--- config.mk ---
export PLATFORM = sky130hd
export DESIGN_NAME = csr_counters
export DESIGN_NICKNAME = d
export VERILOG_FILES = /design/src/rtl/csr_pkg.sv /design/src/rtl/csr_counter.sv /design/src/rtl/csr_counters.sv
export SDC_FILE = /design/constraint.sdc
export NUM_CORES = 2
export LEC_CHECK = 0
export ABC_AREA = 1
export CAP_MARGIN = 20
export CORE_MARGIN = 2
export CORE_UTILIZATION = 25
export CTS_CLUSTER_DIAMETER = 150
export DETAILED_ROUTE_END_ITERATION = 8
export PLACE_DENSITY = 0.46
export SYNTH_ARGS = -nofsm -noshare
export SYNTH_HDL_FRONTEND = slang
export SYNTH_SLANG_ARGS = --single-unit
--- constraint.sdc ---
create_clock -name clock -period 2.7 [get_ports clock]
set_clock_uncertainty 0.1 [all_clocks]
set_input_delay 0.405 -clock clock [delete_from_list [all_inputs] [get_ports clock]]
set_output_delay 0.405 -clock clock [all_outputs]
set_load 0.02 [all_outputs]
--- src/rtl/csr_pkg.sv ---
// Shared types, CSR address map and helpers for the performance/timer counter block.
package csr_pkg;

    typedef logic [11:0] csr_addr_t;

    typedef enum logic [1:0] {
        PrivU = 2'b00,
        PrivS = 2'b01,
        PrivM = 2'b11
    } priv_mode_t;

    typedef enum logic [1:0] {
        CsrNone = 2'b00,
        CsrRw   = 2'b01,
        CsrRs   = 2'b10,
        CsrRc   = 2'b11
    } csr_write_func;

    localparam csr_addr_t CsrMcycle        = 12'hB00;
    localparam csr_addr_t CsrMinstret      = 12'hB02;
    localparam csr_addr_t CsrMcycleh       = 12'hB80;
    localparam csr_addr_t CsrMinstreth     = 12'hB82;
    localparam csr_addr_t CsrCycle         = 12'hC00;
    localparam csr_addr_t CsrTime          = 12'hC01;
    localparam csr_addr_t CsrInstret       = 12'hC02;
    localparam csr_addr_t CsrCycleh        = 12'hC80;
    localparam csr_addr_t CsrMcountinhibit = 12'h320;
    localparam csr_addr_t CsrMcounteren    = 12'h306;

    localparam logic [3:0] CsrMachCntPage = 4'hB;
    localparam logic [3:0] CsrUserCntPage = 4'hC;

    // Bit 0 (cycle) and bits 2..2+num_hpm are implemented; bit 1 (time) never is.
    function automatic logic [31:0] cnt_wr_mask(int unsigned num_hpm);
        logic [31:0] m;
        m = '0;
        for (int unsigned i = 0; i < 32; i++) begin
            m[i] = (i == 0) || ((i >= 2) && (i <= 2 + num_hpm));
        end
        return m;
    endfunction

    function automatic logic [31:0] csr_apply(csr_write_func func, logic [31:0] old_val,
                                              logic [31:0] wdata);
        logic [31:0] res;
        unique case (func)
            CsrRw:   res = wdata;
            CsrRs:   res = old_val | wdata;
            CsrRc:   res = old_val & ~wdata;
            default: res = old_val;
        endcase
        return res;
    endfunction

endpackage

--- src/rtl/csr_counter.sv ---
// Single wrapping counter with add-by-N increment and 32-bit half-word write ports.
module csr_counter #(
    parameter int unsigned WIDTH = 64,
    parameter int unsigned INC_W = 1
) (
    input  logic             clk_i,
    input  logic             rst_ni,
    input  logic [INC_W-1:0] inc_i,
    input  logic             wr_lo_i,
    input  logic             wr_hi_i,
    input  logic [31:0]      wdata_i,
    output logic [WIDTH-1:0] value_o
);

    logic [WIDTH-1:0] cnt_q, cnt_d;

    // A write owns the counter for that cycle: the increment is dropped.
    always_comb begin
        cnt_d = cnt_q + WIDTH'(inc_i);
        if (wr_lo_i) begin
            cnt_d = {cnt_q[WIDTH-1:32], wdata_i};
        end else if (wr_hi_i) begin
            cnt_d = {wdata_i[WIDTH-33:0], cnt_q[31:0]};
        end
    end

    always_ff @(posedge clk_i or negedge rst_ni) begin
        if (!rst_ni) begin
            cnt_q <= '0;
        end else begin
            cnt_q <= cnt_d;
        end
    end

    assign value_o = cnt_q;

endmodule

--- src/rtl/csr_counters.sv ---
// Machine/user counter CSRs: mcycle, time, minstret, mhpmcounters plus inhibit/enable regs.
module csr_counters
    import csr_pkg::*;
#(
    parameter int unsigned NUM_HPM       = 4,
    parameter int unsigned COUNTER_WIDTH = 64,
    parameter int unsigned RETIRE_MAX    = 1,
    localparam int unsigned RetW         = $clog2(RETIRE_MAX + 1),
    localparam int unsigned HpmW         = (NUM_HPM > 0) ? NUM_HPM : 1
) (
    input  logic            clock,
    input  logic            reset_n,
    input  priv_mode_t      priv_mode,
    input  logic            csr_valid,
    input  csr_addr_t       csr_addr,
    input  csr_write_func   csr_func,
    input  logic [31:0]     csr_wdata,
    output logic [31:0]     csr_rdata,
    output logic            csr_illegal,
    input  logic [RetW-1:0] retire_count,
    input  logic [HpmW-1:0] hpm_event,
    input  logic            time_tick
);

    localparam logic [31:0] WrMask = cnt_wr_mask(NUM_HPM);

    logic [31:0] inhibit_q, inhibit_d;
    logic [31:0] counteren_q, counteren_d;

    logic [COUNTER_WIDTH-1:0] cycle_val, time_val, instret_val;
    logic [COUNTER_WIDTH-1:0] hpm_val [HpmW];
    logic [63:0]              cnt_view [32];

    logic [4:0]  idx;
    logic        hi, in_win, is_b, is_c, is_inh, is_en, is_m, is_write;
    logic        illegal, we, cnt_we;
    logic [31:0] old_val, new_val;

    always_comb begin
        for (int unsigned i = 0; i < 32; i++) begin
            cnt_view[i] = '0;
        end
        cnt_view[0] = 64'(cycle_val);
        cnt_view[1] = 64'(time_val);
        cnt_view[2] = 64'(instret_val);
        for (int unsigned i = 0; i < NUM_HPM; i++) begin
            cnt_view[3+i] = 64'(hpm_val[i]);
        end
    end

    always_comb begin
        idx      = csr_addr[4:0];
        hi       = csr_addr[7];
        in_win   = (csr_addr[6:5] == 2'b00);
        // 0xB01/0xB81 would alias time, which has no machine-writable address.
        is_b     = (csr_addr[11:8] == CsrMachCntPage) && in_win && (idx != 5'd1);
        is_c     = (csr_addr[11:8] == CsrUserCntPage) && in_win;
        is_inh   = (csr_addr == CsrMcountinhibit);
        is_en    = (csr_addr == CsrMcounteren);
        is_m     = (priv_mode == PrivM);
        is_write = (csr_func != CsrNone);

        illegal = 1'b0;
        if (reset_n && csr_valid) begin
            if (!(is_b || is_c || is_inh || is_en)) begin
                illegal = 1'b1;
            end else if (!is_m && !is_c) begin
                illegal = 1'b1;
            end else if (is_c && is_write) begin
                illegal = 1'b1;
            end else if (is_c && !is_m && !counteren_q[idx]) begin
                illegal = 1'b1;
            end
        end

        if (is_inh) begin
            old_val = inhibit_q;
        end else if (is_en) begin
            old_val = counteren_q;
        end else begin
            old_val = hi ? cnt_view[idx][63:32] : cnt_view[idx][31:0];
        end

        new_val   = csr_apply(csr_func, old_val, csr_wdata);
        we        = reset_n && csr_valid && !illegal && is_write;
        cnt_we    = we && is_b;
        csr_rdata = (reset_n && csr_valid && !illegal) ? old_val : 32'h0;

        inhibit_d   = (we && is_inh) ? (new_val & WrMask) : inhibit_q;
        counteren_d = (we && is_en)  ? (new_val & WrMask) : counteren_q;
    end

    assign csr_illegal = illegal;

    always_ff @(posedge clock or negedge reset_n) begin
        if (!reset_n) begin
            inhibit_q   <= '0;
            counteren_q <= '0;
        end else begin
            inhibit_q   <= inhibit_d;
            counteren_q <= counteren_d;
        end
    end

    csr_counter #(
        .WIDTH (COUNTER_WIDTH),
        .INC_W (1)
    ) u_mcycle (
        .clk_i   (clock),
        .rst_ni  (reset_n),
        .inc_i   (~inhibit_q[0]),
        .wr_lo_i (cnt_we && !hi && (idx == 5'd0)),
        .wr_hi_i (cnt_we && hi && (idx == 5'd0)),
        .wdata_i (new_val),
        .value_o (cycle_val)
    );

    csr_counter #(
        .WIDTH (COUNTER_WIDTH),
        .INC_W (1)
    ) u_time (
        .clk_i   (clock),
        .rst_ni  (reset_n),
        .inc_i   (time_tick),
        .wr_lo_i (1'b0),
        .wr_hi_i (1'b0),
        .wdata_i (new_val),
        .value_o (time_val)
    );

    csr_counter #(
        .WIDTH (COUNTER_WIDTH),
        .INC_W (RetW)
    ) u_minstret (
        .clk_i   (clock),
        .rst_ni  (reset_n),
        .inc_i   ({RetW{~inhibit_q[2]}} & retire_count),
        .wr_lo_i (cnt_we && !hi && (idx == 5'd2)),
        .wr_hi_i (cnt_we && hi && (idx == 5'd2)),
        .wdata_i (new_val),
        .value_o (instret_val)
    );

    for (genvar i = 0; i < NUM_HPM; i++) begin : g_hpm
        csr_counter #(
            .WIDTH (COUNTER_WIDTH),
            .INC_W (1)
        ) u_hpm (
            .clk_i   (clock),
            .rst_ni  (reset_n),
            .inc_i   (hpm_event[i] & ~inhibit_q[3+i]),
            .wr_lo_i (cnt_we && !hi && (idx == 5'(3 + i))),
            .wr_hi_i (cnt_we && hi && (idx == 5'(3 + i))),
            .wdata_i (new_val),
            .value_o (hpm_val[i])
        );
    end

    if (NUM_HPM == 0) begin : g_no_hpm
        assign hpm_val[0] = '0;
    end

endmodule

==> qor.csv <==
metric,value,unit
CTS buffer count,69,
Post-Syn Area,39530,sq um
fin util,36.87,%
fin. max-slew vios,0,
IO Port Bufs,89,
final setup violating endpoints,33,
crit path launch type,primary input,
total nets after synthesis,6428,
area growth from synthesis to layout,46.07,%
Non-Filler Instances,9606,
post-synthesis cell type count,38,
Net Sw Power,7.906,mW
core area,156600,sq um
most frequent cells in the layout,"1929 x nand2_1, 1158 x buf_4, 848 x nand3_1, 598 x nor2_1, 487 x inv_1",
Post-DRT Antenna Nets,0,
Total Routing Usage GR,31.73,%
CP max FO,12,
Power per Cell Area,404.1,nW/um^2
max cap viols,0,
failing checks,setup timing,
H-tree levels,3,
"FF+latch count, synth",460,
HP Class,primary input to flip-flop,
first drt pass iteration count,7,
Cells after Synth,6357,
Final Hold Vio Count,0,
CP startpoint,csr_addr[0],
Comb pwr share,23.7,%
Period minus WS final,2.889,ns
Reg power frac,32.8,%
clock network power share,43.5,%
Place WS,-1.081,ns
Fin Hold WS,0.2574,ns
critical path data required time,2.19,ns
CTS max path bufs,3,
initial antenna violation count,12,
Final Cycle Share,107.0,%
"most common cell after layout, fill and taps aside",nand2_1,
worst vdd ir,0.0003889,V
Die W,401.6,um
IO Pins,90,
RR Startpoint,u_time.value_o[20]$_DFF_PN0_,
total placed cells including tap cells,9425,
Lkg Pwr,27.51,nW
die area,161300,sq um
register clock-pin slew on the reported worst setup and hold paths,0.06,ns
Vias/cell,5.268,
largest net degree at the start of global routing,131,
setup tns final,-3.250,ns
Yosys warning count,0,
status,"finished, violations left",
global-route wire length before repair,367700,um
switching share of power,33.88,%
GR Overflow Total,0,
storage element area,11530,sq um
vias in the first global route,48410,
Total Wirelength,263200,um
worst rel slew slack,33.52,%
Rows,145,
DRC Markers,0,
Mean Syn Cell Area,6.218,sq um
R2R Setup Slk,-0.07,ns
post-synthesis sequential area ratio,29.12,%
Max Fclk,0.3462,GHz
RSZ-0062 raised after global routing,true,
initial core utilization,25.24,%
HP Start,csr_addr[3],
Die Span Y,401.6,um
CTS Sinks,460,
CP endpoint kind,output pin,
DR iter-0 viols,6052,
"Clk Latency, worst-skew pair",0.69,ns
WP data arrival,2.38,ns
Root Buffer,clkbuf_16,
# fillers,17010,
post-DP HPWL,208000,um
Nets,7559,
share of cells above drive strength 1,25.13,%
routed length per instance,27.40,um
GPL Wtd Cong,1.068,
total number of vias,50600,
Slew @ Worst Pin,0.9972,ns
CTS tree,yes,
CP Class,primary input to output pin,
Multi-input gate area,26470,sq um
internal cell power,15.43,mW
setup ws final,-0.1887,ns
==> power by group through the flow <==
stage / clock, mW / sequential (mW) / combinational (mW)
2_1_floorplan: 0 / 7.66 / 1.61
3_3_place_gp: 0 / 7.78 / 4.93
3_5_place_dp: 0 / 7.77 / 4.96
4_1_cts: 10.3 / 7.64 / 5.22
5_1_grt: 10.5 / 7.66 / 5.75
6_report: 10.1 / 7.65 / 5.54
==> kinds of logic after synthesis <==
family,synth area share [%]
flops,29.12
simple gates,47.08
fa+ha+maj,0.4432
buf+inv,8.750
compound gates,5.226
xor+xnor,9.373
==> critical path, stage by stage <==
cell     delay [ns]
buf_12         0.13
buf_4          0.16
nor2_4         0.13
buf_12         0.16
buf_4          0.20
nand2_1        0.22
nand3_1        0.14
nand2_1        0.17
nand3_1        0.18
nand3_4        0.16
nor2_2         0.14
buf_4          0.14
==> metrics by stage <==
step | total power [mW] | cell area (sq um)
4_1_cts | 23.14 | 56740
2_1_floorplan | 9.271 | 39530
3_3_place_gp | 12.71 | 52900
5_1_grt | 23.91 | 57730
6_report | 23.33 | 57730
3_5_place_dp | 12.73 | 52900
==> layer usage <==
| layer | up-vias | GRT usage, % | share of wire, % |
|---|---|---|---|
| met3 | 537 | 6.078 | 8.4 |
| li1 | 23030 | - | - |
| met5 | - | 0 | 0.044 |
| met1 | 24500 | 42.87 | 43 |
| met2 | 2526 | 46.92 | 42 |
| met4 | 12 | 18.38 | 7.0 |
==> final timing paths <==
path | end | cells after the start
hold reg to reg | u_time.value_o[0]$_DFF_PN0_ | 1
setup reg to reg | g_hpm[1].u_hpm.value_o[20]$_DFFE_PN0P_ | 14
hold / removal | inhibit_q[2]$_DFFE_PN0P_ | 5
max in group asynchronous | g_hpm[1].u_hpm.value_o[7]$_DFFE_PN0P_ | 4
setup / recovery | csr_rdata[19] | 12
min in group asynchronous | g_hpm[0].u_hpm.value_o[32]$_DFFE_PN0N_ | 3
==> layout make-up <==
class | instances | share of cell area, %
timing repair buffer | 1409 | 22.07
multi-input combinational | 5032 | 45.85
antenna | 3 | 0.01300
clock buffer | 106 | 3.741
sequential | 460 | 19.98
inverter | 516 | 3.381
tap | 2058 | 4.460
clock inverter | 22 | 0.5071
==> cell usage after synthesis, drive strengths merged <==
cell / n / area share (%)
dfrtp: 460 / 29
xnor2: 116 / 2.6
nor4b: 1 / 0.022
o211ai: 113 / 2.1
nand2: 2020 / 19
and3: 3 / 0.047
buf: 149 / 1.9
inv: 514 / 4.9
nor4: 61 / 0.97
nand3b: 111 / 2.1
or3: 1 / 0.016
o32ai: 1 / 0.022
ha: 14 / 0.44
and2: 8 / 0.13
a21oi: 135 / 1.7
o21ai: 84 / 1.1
clkinv: 2 / 0.019
nand3: 927 / 12
nand4: 217 / 3.5
o21bai: 14 / 0.27
nor3b: 7 / 0.13
clkbuf: 200 / 1.9
xor2: 307 / 6.8
nor2: 707 / 6.8
nor3: 170 / 2.2
a21boi: 1 / 0.019
or2: 14 / 0.22
==> repair_timing <==
action                                  in CTS  in global routing
endpoints found under the hold margin       94                  0
pin swaps                                   46                 83
cloned                                       4                  1
gates resized for setup                    510                234
setup buffers                               25                 22
hold buffers                                 1                  0
endpoints found under the setup margin     217                138
==> state kept, by name (all words and copies together) (netlist names) <==
register,count
inhibit_q,6
g_hpm.u_hpm.value_o,256
u_minstret.value_o,64
u_time.value_o,64
counteren_q,6
u_mcycle.value_o,64
Power figures use the tool's default switching activity.
